--- src/rtl/seq_pkg.sv ---
// Shared definitions for the music_sequencer playback controller:
// FSM state encoding, reserved note/duration codes and the ROM word layout.
package seq_pkg;

  typedef enum logic [2:0] {
    S_IDLE  = 3'd0,
    S_FETCH = 3'd1,
    S_LOAD  = 3'd2,
    S_PLAY  = 3'd3,
    S_PAUSE = 3'd4
  } seq_state_t;

  localparam int unsigned REST    = 0;
  localparam int unsigned END_DUR = 0;

  // ROM word is {note, dur}: dur sits in the low bits, note directly above it.
  localparam int unsigned DUR_LSB = 0;

  function automatic int unsigned note_lsb(input int unsigned dur_bits);
    return DUR_LSB + dur_bits;
  endfunction

endpackage

--- src/rtl/music_sequencer_if.sv ---
// Control, song-ROM and tone-generator signals of music_sequencer.
// master = the sequencer itself, slave = buttons/ROM/tone generator side.
interface music_sequencer_if #(
  parameter int unsigned ADDR_BITS = 8,
  parameter int unsigned NOTE_BITS = 5,
  parameter int unsigned DUR_BITS  = 4
);

  logic                          play;
  logic                          pause;
  logic                          stop;
  logic [ADDR_BITS-1:0]          rom_addr;
  logic [NOTE_BITS+DUR_BITS-1:0] rom_data;
  logic [NOTE_BITS-1:0]          note_out;
  logic                          beat;
  logic                          playing;
  logic                          done;

  modport master (
    input  play, pause, stop, rom_data,
    output rom_addr, note_out, beat, playing, done
  );

  modport slave (
    output play, pause, stop, rom_data,
    input  rom_addr, note_out, beat, playing, done
  );

endinterface

--- src/rtl/seq_tick_div.sv ---
// Beat-tick prescaler: counts 0..TICK_DIV-1 while enabled and flags the
// terminal count. Synchronous clear wins over enable. TICK_DIV must be >= 2.
module seq_tick_div #(
  parameter int unsigned TICK_DIV = 6250000
) (
  input  logic clk,
  input  logic r,
  input  logic en,
  input  logic clr,
  output logic tc
);

  localparam int unsigned    CW   = $clog2(TICK_DIV);
  localparam logic [CW-1:0]  LAST = CW'(TICK_DIV - 1);

  logic [CW-1:0] cnt;

  // NOTE: sequential state uses non-blocking assignments so every register
  // samples pre-edge values, independent of block ordering.
  always_ff @(posedge clk or posedge r) begin
    if (r) begin
      cnt <= '0;
    end else if (clr) begin
      cnt <= '0;
    end else if (en) begin
      cnt <= (cnt == LAST) ? '0 : cnt + CW'(1);
    end
  end

  assign tc = en && !clr && (cnt == LAST);

endmodule

--- src/rtl/music_sequencer.sv ---
// Song-ROM playback controller with play/pause/stop. Define SEQ_LOOP_EN to
// restart the song from address 0 at the end marker instead of returning to IDLE.
module music_sequencer
  import seq_pkg::*;
#(
  parameter int unsigned TICK_DIV  = 6250000,
  parameter int unsigned ADDR_BITS = 8,
  parameter int unsigned NOTE_BITS = 5,
  parameter int unsigned DUR_BITS  = 4
) (
  input logic               clk,
  input logic               r,
  music_sequencer_if.master bus
);

  localparam int unsigned          NOTE_LSB  = note_lsb(DUR_BITS);
  localparam logic [NOTE_BITS-1:0] REST_NOTE = NOTE_BITS'(REST);
  localparam logic [DUR_BITS-1:0]  END_MARK  = DUR_BITS'(END_DUR);
  localparam logic [DUR_BITS-1:0]  LAST_TICK = DUR_BITS'(1);

  seq_state_t           state;
  logic [ADDR_BITS-1:0] rom_addr;
  logic [NOTE_BITS-1:0] note_out;
  logic [NOTE_BITS-1:0] held_note;
  logic [NOTE_BITS-1:0] rom_note;
  logic [DUR_BITS-1:0]  dur_cnt;
  logic [DUR_BITS-1:0]  rom_dur;
  logic                 playing;
  logic                 done;
  logic                 tick;
  logic                 div_en;
  logic                 div_clr;

  assign rom_note = bus.rom_data[NOTE_LSB +: NOTE_BITS];
  assign rom_dur  = bus.rom_data[DUR_LSB +: DUR_BITS];

  // Prescaler runs only in PLAY, holds its count through PAUSE, and restarts
  // from 0 in every other state so each note's first beat is TICK_DIV away.
  assign div_en  = (state == S_PLAY);
  assign div_clr = bus.stop || !(state inside {S_PLAY, S_PAUSE});

  seq_tick_div #(.TICK_DIV(TICK_DIV)) u_tick_div (
    .clk (clk),
    .r   (r),
    .en  (div_en),
    .clr (div_clr),
    .tc  (tick)
  );

  always_ff @(posedge clk or posedge r) begin
    if (r) begin
      state     <= S_IDLE;
      rom_addr  <= '0;
      note_out  <= REST_NOTE;
      held_note <= REST_NOTE;
      dur_cnt   <= '0;
      playing   <= 1'b0;
      done      <= 1'b0;
    end else begin
      done <= 1'b0;
      if (bus.stop) begin
        state    <= S_IDLE;
        rom_addr <= '0;
        note_out <= REST_NOTE;
        dur_cnt  <= '0;
        playing  <= 1'b0;
      end else begin
        case (state)
          S_IDLE: begin
            if (bus.play) begin
              state   <= S_FETCH;
              playing <= 1'b1;
            end
          end
          S_FETCH: state <= S_LOAD;
          S_LOAD: begin
            if (rom_dur == END_MARK) begin
              done     <= 1'b1;
              rom_addr <= '0;
`ifdef SEQ_LOOP_EN
              state    <= S_FETCH;
`else
              state    <= S_IDLE;
              note_out <= REST_NOTE;
              playing  <= 1'b0;
`endif
            end else begin
              note_out  <= rom_note;
              held_note <= rom_note;
              dur_cnt   <= rom_dur;
              state     <= S_PLAY;
            end
          end
          S_PLAY: begin
            // The final tick ends the note; a pause landing on it is dropped
            // because the controller is then already heading to FETCH.
            if (tick && dur_cnt == LAST_TICK) begin
              rom_addr <= rom_addr + ADDR_BITS'(1);
              dur_cnt  <= '0;
              state    <= S_FETCH;
            end else begin
              if (tick) dur_cnt <= dur_cnt - DUR_BITS'(1);
              if (bus.pause) begin
                state    <= S_PAUSE;
                note_out <= REST_NOTE;
                playing  <= 1'b0;
              end
            end
          end
          S_PAUSE: begin
            if (bus.play) begin
              state    <= S_PLAY;
              note_out <= held_note;
              playing  <= 1'b1;
            end
          end
          default: state <= S_IDLE;
        endcase
      end
    end
  end

  assign bus.rom_addr = rom_addr;
  assign bus.note_out = note_out;
  assign bus.beat     = tick;
  assign bus.playing  = playing;
  assign bus.done     = done;

endmodule

--- src/flat_wrapper.sv ---
// flat-port wrapper written by rule: the top's interface ports become plain ports
module music_sequencer_flat import seq_pkg::*;
#(
  parameter int unsigned TICK_DIV  = 6250000,
  parameter int unsigned ADDR_BITS = 8,
  parameter int unsigned NOTE_BITS = 5,
  parameter int unsigned DUR_BITS  = 4
)
  (clk, r, bus_play, bus_pause, bus_stop, bus_rom_data, bus_rom_addr, bus_note_out, bus_beat, bus_playing, bus_done);
  music_sequencer_if #(.ADDR_BITS(ADDR_BITS), .NOTE_BITS(NOTE_BITS), .DUR_BITS(DUR_BITS)) bus_i ();
  input logic clk;
  input logic r;
  input wire logic [$bits(bus_i.play)-1:0] bus_play;
  input wire logic [$bits(bus_i.pause)-1:0] bus_pause;
  input wire logic [$bits(bus_i.stop)-1:0] bus_stop;
  input wire logic [$bits(bus_i.rom_data)-1:0] bus_rom_data;
  output wire logic [$bits(bus_i.rom_addr)-1:0] bus_rom_addr;
  output wire logic [$bits(bus_i.note_out)-1:0] bus_note_out;
  output wire logic [$bits(bus_i.beat)-1:0] bus_beat;
  output wire logic [$bits(bus_i.playing)-1:0] bus_playing;
  output wire logic [$bits(bus_i.done)-1:0] bus_done;
  assign bus_i.play = bus_play;
  assign bus_i.pause = bus_pause;
  assign bus_i.stop = bus_stop;
  assign bus_i.rom_data = bus_rom_data;
  assign bus_rom_addr = bus_i.rom_addr;
  assign bus_note_out = bus_i.note_out;
  assign bus_beat = bus_i.beat;
  assign bus_playing = bus_i.playing;
  assign bus_done = bus_i.done;
  music_sequencer #(.TICK_DIV(TICK_DIV), .ADDR_BITS(ADDR_BITS), .NOTE_BITS(NOTE_BITS), .DUR_BITS(DUR_BITS)) u_core (.clk(clk), .r(r), .bus(bus_i));
endmodule
--- config.mk ---
export PLATFORM = sky130hd
export DESIGN_NAME = music_sequencer_flat
export DESIGN_NICKNAME = d
export VERILOG_FILES = /design/src/rtl/seq_pkg.sv /design/src/rtl/music_sequencer_if.sv /design/src/rtl/seq_tick_div.sv /design/src/rtl/music_sequencer.sv /design/src/flat_wrapper.sv
export SDC_FILE = /design/constraint.sdc
export NUM_CORES = 1
export LEC_CHECK = 0
export CORE_ASPECT_RATIO = 0.6
export CORE_MARGIN = 5
export CORE_UTILIZATION = 60
export CTS_CLUSTER_SIZE = 28
export DETAILED_ROUTE_END_ITERATION = 10
export HOLD_SLACK_MARGIN = 0.08
export PLACE_DENSITY = 0.93
export REMOVE_ABC_BUFFERS = 1
export SYNTH_ARGS = -nofsm -noshare
export SYNTH_HDL_FRONTEND = slang
export SYNTH_HIERARCHICAL = 1
export SYNTH_SLANG_ARGS = --single-unit
--- constraint.sdc ---
create_clock -name clk -period 7.1 [get_ports clk]
set_input_delay 1.065 -clock clk [delete_from_list [all_inputs] [get_ports clk]]
set_output_delay 1.065 -clock clk [all_outputs]
set_load 0.01 [all_outputs]
==> flow_summary_export.csv <==
group,metric,value,unit
floorplanning,core_area,0.00468,mm²
synth,avgSynthCellArea,9.03,µm²
setup_path,worstReg2RegStart,"u_core/state[0]",
sta,period_minus_slack,4450,ps
sta,rsz0062_at_grt,"no",
cells_and_area,drive_above_1_share,0.108,
setup_path,arrival,3380,ps
detailed_routing,ant_nets,0,
status,run_status,"finished clean",
synth,yosysTopAreaCell,"dfrtp_1",
synth,ys_types,68,
sta,worst_slack,2650,ps
place,dp.cells,408,
floorplanning,die_area,0.00652,mm²
floorplanning,dieWidth,101,µm
synth,seq_area_frac_synth,0.420,
place,gp_congestion,0.917,
pwr,ir_drop,0.0940,mV
setup_path,ff2ff_setup_slack,3450,ps
worst_hold_path,min-delay-start,"u_core/held_note[2]",
sta,fmax,225,MHz
clock_network,cts_resized,0,
synth,yosysWarnings,6,
pwr,p_leak,1.32,nW
sta,drv_slew,0,
synth,synth_seq_cells,50,
pwr,seqPwrFrac,0.571,
place,place_area,0.00328,mm²
sta,clock_skew,4.36,ps
place,io_buffer_count,29,
synth,synth_edf_count,0,
setup_path,worstReg2RegEnd,"u_core/bus.note_out[0]",
detailed_routing,vias_per_cell,6.63,
worst_hold_path,hold_end,"u_core/held_note[2]",
synth,mappedNetlistArea,0.00298,mm²
place,place_ws,2710,ps
floorplanning,die_h,64.6,µm
detailed_routing,firstDrtPassIters,5,
floorplanning,row_count,19,
sta,finalHoldViolations,0,
grt,overflow,0,
cells_and_area,stdcell_count,415,
cells_and_area,layout.nets,370,
floorplanning,io_pins,30,
cells_and_area,finalInstanceArea,0.00336,mm²
setup_path,worstRegToRegCells,7,
detailed_routing,wl_per_cell,18.1,µm
detailed_routing,routed_wl,7520,µm
run,cap_violations,0,
pwr,internal_power,0.000417,W
clock_network,h-tree-depth,2,
setup_path,critPathCaptureType,"output pin",
grt,grt_antenna_before_repair,0,
synth,synth_commonest_cells,"dfrtp_1 (50), nand2_1 (40), nand3_1 (30)",
sta,fin_tns_setup,0,ps
setup_path,crit_fanout,12,
setup_path,setup.worst_path.start_class,"input pin",
grt,grt.total_usage,0.240,
clock_network,cts_buffer_depth,2,
sta,tightest_slew,1040,ps
clock_network,numCtsBuffers,5,
setup_path,path_class,"input pin to output pin",
pwr,power_frac_clock,0.282,
grt,grt_pass1_wl,12500,µm
detailed_routing,drt-initial-drc-count,399,
clock_network,cts_hold_buf,0,
worst_hold_path,hold_path_depth,1,
pwr,powerDensity,169,mW/mm²
synth,synth.most_common_cell,"dfrtp_1",
pwr,p_comb_frac,0.146,
clock_network,clk_latency,310,ps
sta,setup-violations-final,0,
worst_hold_path,hold_class,"register to register",
grt,grt_pass1_vias,2528,
clock_network,cts_setup_buffers,0,
clock_network,cts.sinks,50,
synth,ys.flop_type,"dfrtp_1",
cells_and_area,diodes,0,
detailed_routing,vias,2750,
clock_network,clockRootBuffer,"clkbuf_8",
synth,yosysTopAreaCellShare,0.420,
clock_network,clk_pin_slew,90,ps
place,dp_hpwl,5460,µm
detailed_routing,drc_errors,0,
sta,maxSlewHeadroom,0.306,
floorplanning,initial_core_util,0.636,
sta,fin_crit_sh,0.626,
synth,ys_top_cells_by_area,"dfrtp_1 (42%), nand2_1 (5.0%), nand3_1 (5.0%)",
pwr,p_sw_frac,0.266,
grt,grt_max_degree,28,
cells_and_area,areaGrowthSynthToFinish,12.6,%
synth,netlist_instances,330,
setup_path,cp.required,6030,ps
clock_network,cts_tree,"built",
synth,async_flop_share,1.00,
pwr,switchingPower,0.000151,W
[placed cells by master, fill, tap and decap left out, types with 2 or more instances in the layout]
cell	instances
nand2b_1	4
nand4_1	14
nor2_1	16
and3_1	5
nand2_1	40
nand3b_1	2
clkdlybuf4s50_1	29
nand3_1	30
inv_1	14
o211ai_1	7
a211oi_1	2
or3_1	14
ha_1	4
nor4_1	5
clkbuf_8	5
o311ai_1	2
o21ai_0	10
nor3_2	2
mux2_2	10
or4_1	3
clkbuf_1	2
a21oi_1	21
nor3_1	4
dfrtp_1	50
o31ai_1	2
a21o_1	3
o21ai_1	7
nor2b_1	3
a32oi_1	2
and2_1	2
and4bb_2	2
[layout make-up]
type / count / area (µm²)
multi-input cells: 250 / 1600
fillers: 352 / 1330
flip-flops and latches: 50 / 1250
repair buffers: 30 / 298
well taps: 63 / 78.8
clock buffers: 7 / 76.3
inverters: 15 / 56.3
[through the flow]
step | hold WS, ps | utilization | power [W]
global placement | 487 | 0.700 | 0.000408
global route | 540 | 0.717 | 0.000593
CTS | 523 | 0.717 | 0.000568
floorplan | 472 | - | 0.000376
detailed placement | 505 | 0.700 | 0.000412
finish | 522 | 0.717 | 0.000567
[routing by layer]
layer | global-route usage | up-vias | part of all wire
met2 | 0.324 | 190 | 0.41
met3 | 0.0514 | 16 | 0.11
met5 | 0 | - | 0
li1 | - | 1267 | -
met4 | 0.0779 | 0 | 0.013
met1 | 0.378 | 1277 | 0.47
[cell families after synthesis]
kind of cell / count (synthesis) / synth area share
DFF: 50 / 0.420
buffers and inverters: 30 / 0.0445
adders and majority gates: 4 / 0.0168
xor gates and xnor gates: 2 / 0.00588
and+or+nand+nor: 161 / 0.309
AOI/OAI and AO/OA: 73 / 0.166
muxes: 10 / 0.0378
[how the worst max path moves through the flow]
stage / slack (ps) / cells after the start / endpoint / start
2_1_floorplan: 4040 / 7 / u_core/bus.note_out[0] / bus_stop
3_3_place_gp: 2790 / 6 / bus_beat / bus_stop
3_5_place_dp: 2710 / 6 / bus_beat / bus_stop
4_1_cts: 2670 / 6 / bus_beat / bus_stop
5_1_grt: 2500 / 6 / bus_beat / bus_stop
6_report: 2650 / 6 / bus_beat / bus_stop
[sequential cells by signal, indices dropped and copies added (netlist names)]
register,count
u_core/bus.done,1
u_core/u_tick_div/cnt,23
u_core/held_note,5
u_core/bus.rom_addr,8
u_core/bus.playing,1
u_core/state,3
u_core/dur_cnt,4
u_core/bus.note_out,5
[worst max-delay path: stages]
cell	delay [ps]
clkdlybuf4s50_1	630
inv_1	240
o21ai_0	280
nand2b_1	300
nor2_1	270
clkdlybuf4s50_1	600
[power groups by stage]
stage / combinational [W] / sequential [W] / clock [W]
2_1_floorplan: 0.0000495 / 0.000326 / 0
3_3_place_gp: 0.0000794 / 0.000329 / 0
3_5_place_dp: 0.0000827 / 0.000330 / 0
4_1_cts: 0.0000830 / 0.000324 / 0.000161
5_1_grt: 0.0000903 / 0.000327 / 0.000176
6_report: 0.0000830 / 0.000324 / 0.000160
Note: power is estimated with default switching activity, not from simulation.
==> variant (config.mk and constraints unchanged) <==
`ADDR_BITS` is set to 8 in 3 places; all go to 7.
--- a/src/rtl/music_sequencer_if.sv
+++ b/src/rtl/music_sequencer_if.sv
@@ -3,3 +3,3 @@
 interface music_sequencer_if #(
-  parameter int unsigned ADDR_BITS = 8,
+  parameter int unsigned ADDR_BITS = 7,
   parameter int unsigned NOTE_BITS = 5,
--- a/src/rtl/music_sequencer.sv
+++ b/src/rtl/music_sequencer.sv
@@ -6,3 +6,3 @@
   parameter int unsigned TICK_DIV  = 6250000,
-  parameter int unsigned ADDR_BITS = 8,
+  parameter int unsigned ADDR_BITS = 7,
   parameter int unsigned NOTE_BITS = 5,
--- a/src/flat_wrapper.sv
+++ b/src/flat_wrapper.sv
@@ -4,3 +4,3 @@
   parameter int unsigned TICK_DIV  = 6250000,
-  parameter int unsigned ADDR_BITS = 8,
+  parameter int unsigned ADDR_BITS = 7,
   parameter int unsigned NOTE_BITS = 5,
Ports: changed (resized bus_rom_addr); port bits go from 30 to 29. The function was not compared with the original's and may differ.
==> variant against the original RTL <==
Synthesized cell count decreased by 5.8%. Non-clock buffer count shrank 1. Critical path type unchanged. Sequential cell count shrank 1. Wire length decreased by 13%. Worst setup slack better by 0.29 ns. Area after synthesis down 5.6%. Largest cell class unchanged. Sequential share of layout area is 0.95 points higher. Worst hold slack worse by 0.0082 ns. Register-to-register slack better by 0.33 ns. Design area fell by 4.4%. Highest routed layer unchanged. Final cell count decreased by 4.1%.
Power is not compared: it rests on default switching activity, and its combinational part moved more than twofold at a synthesized area within 25%.
==> variant: results (changes against the original RTL) <==
Worst setup path
  – CP arrival: 3.10 ns (-0.28 ns)
  – Worst-path fanout max: 11 (-1)
  – Critical Path Slowest Stage Cell: sky130_fd_sc_hd__clkdlybuf4s50_1
  – Largest stage delay on the critical path: 0.61 ns (-0.02 ns)

Synthesis
  – Synthesized-area fraction occupied by xor and xnor cells: 1.25% (+0.66 points)
  – Syn Area/Cell: 9.04 um^2 (+0.18%)
  – Multiplexer area fraction after synthesis: 4.00% (+0.22 points)
  – Fraction of the mapped netlist area in compound gates: 15.6% (-1.0 points)
  – Fraction of the mapped netlist area in adder cells: 1.78% (+0.099 points)
  – Synth cell count leaders: 49 x sky130_fd_sc_hd__dfrtp_1, 38 x sky130_fd_sc_hd__nand2_1, 29 x sky130_fd_sc_hd__nand3_1
  – Sequential share of the synthesized area: 43.6% (+1.6 points)
  – Main area contributors after synthesis: sky130_fd_sc_hd__dfrtp_1 44%, sky130_fd_sc_hd__nand3_1 5.2%, sky130_fd_sc_hd__nand2_1 5.1%, sky130_fd_sc_hd__mux2_2 4.0%, sky130_fd_sc_hd__a21oi_1 3.2%

Global route
  – Maximum number of pins on one net before global-route repair: 27 (-3.6%)
  – Global-route wire length before repair: 11,000 um (-12%)
  – Overall Global Routing Usage: 21.9% (-2.1 points)
  – Vias in the first global route: 2,286 (-9.6%)

Layout
  – Post-layout nets: 352 (-4.9%)
  – Largest registers: u_core/u_tick_div/cnt (23), u_core/bus.rom_addr (7)

Timing
  – Layout Skew: 0.00636 ns (+0.00200 ns)
  – Slew Limit Headroom: 35.9% (+5.3 points)

Place
  – Post-DP HPWL: 4840 um (-11%)
  – Worst slack after detailed placement: 2.94 ns (+0.225 ns)
  – Count of input and output buffers: 28 (-3.4%)
  – Final weighted congestion of routability-driven global placement: 0.931 (+1.5%)

Power
  – Worst vdd rail ir drop: around 0.2 mV

Detailed routing
  – Post-DR vias/cell: 6.33 (-4.4%)
  – Wirelength, routed: 6540 um (-13%)
  – Initial DRC Count: 286 (-28%)
  – DR vias: 2,521 (-8.3%)

Run status
  – Result of the run: completed
## variant: cell types whose count changed after synthesis, sizes merged, moves of 3 or more
| cell | before | now |
|---|---|---|
| o21ai | 18 | 13 |
| a21oi | 21 | 18 |
| o211ai | 7 | 2 |
| nor3 | 6 | 11 |
| o2bb2ai | 1 | 4 |
| a22o | 1 | 6 |
| buf | 10 | 7 |
## variant: metrics by stage
step | hold slack, ns | instance area [um^2]
final | 0.513 | 3210
after CTS | 0.518 | 3210
after detailed placement | 0.497 | 3120
after global routing | 0.538 | 3210
after global placement | 0.490 | 3120
after floorplan | 0.478 | 2750
## variant: path summary, 6_finish.rpt
path	from	endpoint	slack, ns	depth (start not counted)
max	bus_stop	bus_beat	2.94	6
min	u_core/bus.note_out[4]	u_core/bus.note_out[4]	0.51	1
max reg2reg	u_core/state[0]	u_core/bus.rom_addr[5]	3.78	10
min reg2reg	u_core/bus.note_out[4]	u_core/bus.note_out[4]	0.51	1
max in group asynchronous	r	u_core/state[1]	5.18	2
min in group asynchronous	r	u_core/u_tick_div/cnt[6]	1.30	2
## variant: metal layers
metal	up-vias	track usage [%]	routed length, um
met4	0	8.86	121
met5	-	0	0
met3	12	5.02	578
met2	130	31.2	2870
li1	1186	-	-
met1	1193	32.0	2970
## variant: area by class of cell
cell class	count	area (um^2)
clock buffers	5	68.8
multi-input cells	235	1480
fillers	356	1360
flip-flops and latches	49	1230
well taps	63	78.8
clock inverters	3	17.5
inverters	14	52.6
repair buffers	29	288
## variant: power by group
| group | total (uW) | internal [uW] | switching (uW) |
|---|---|---|---|
| Sequential | 343 | 312 | 30.7 |
| Clock | 164 | 68.1 | 96.0 |
| Combinational | 174 | 81.6 | 92.2 |
| Total | 681 | 462 | 219 |
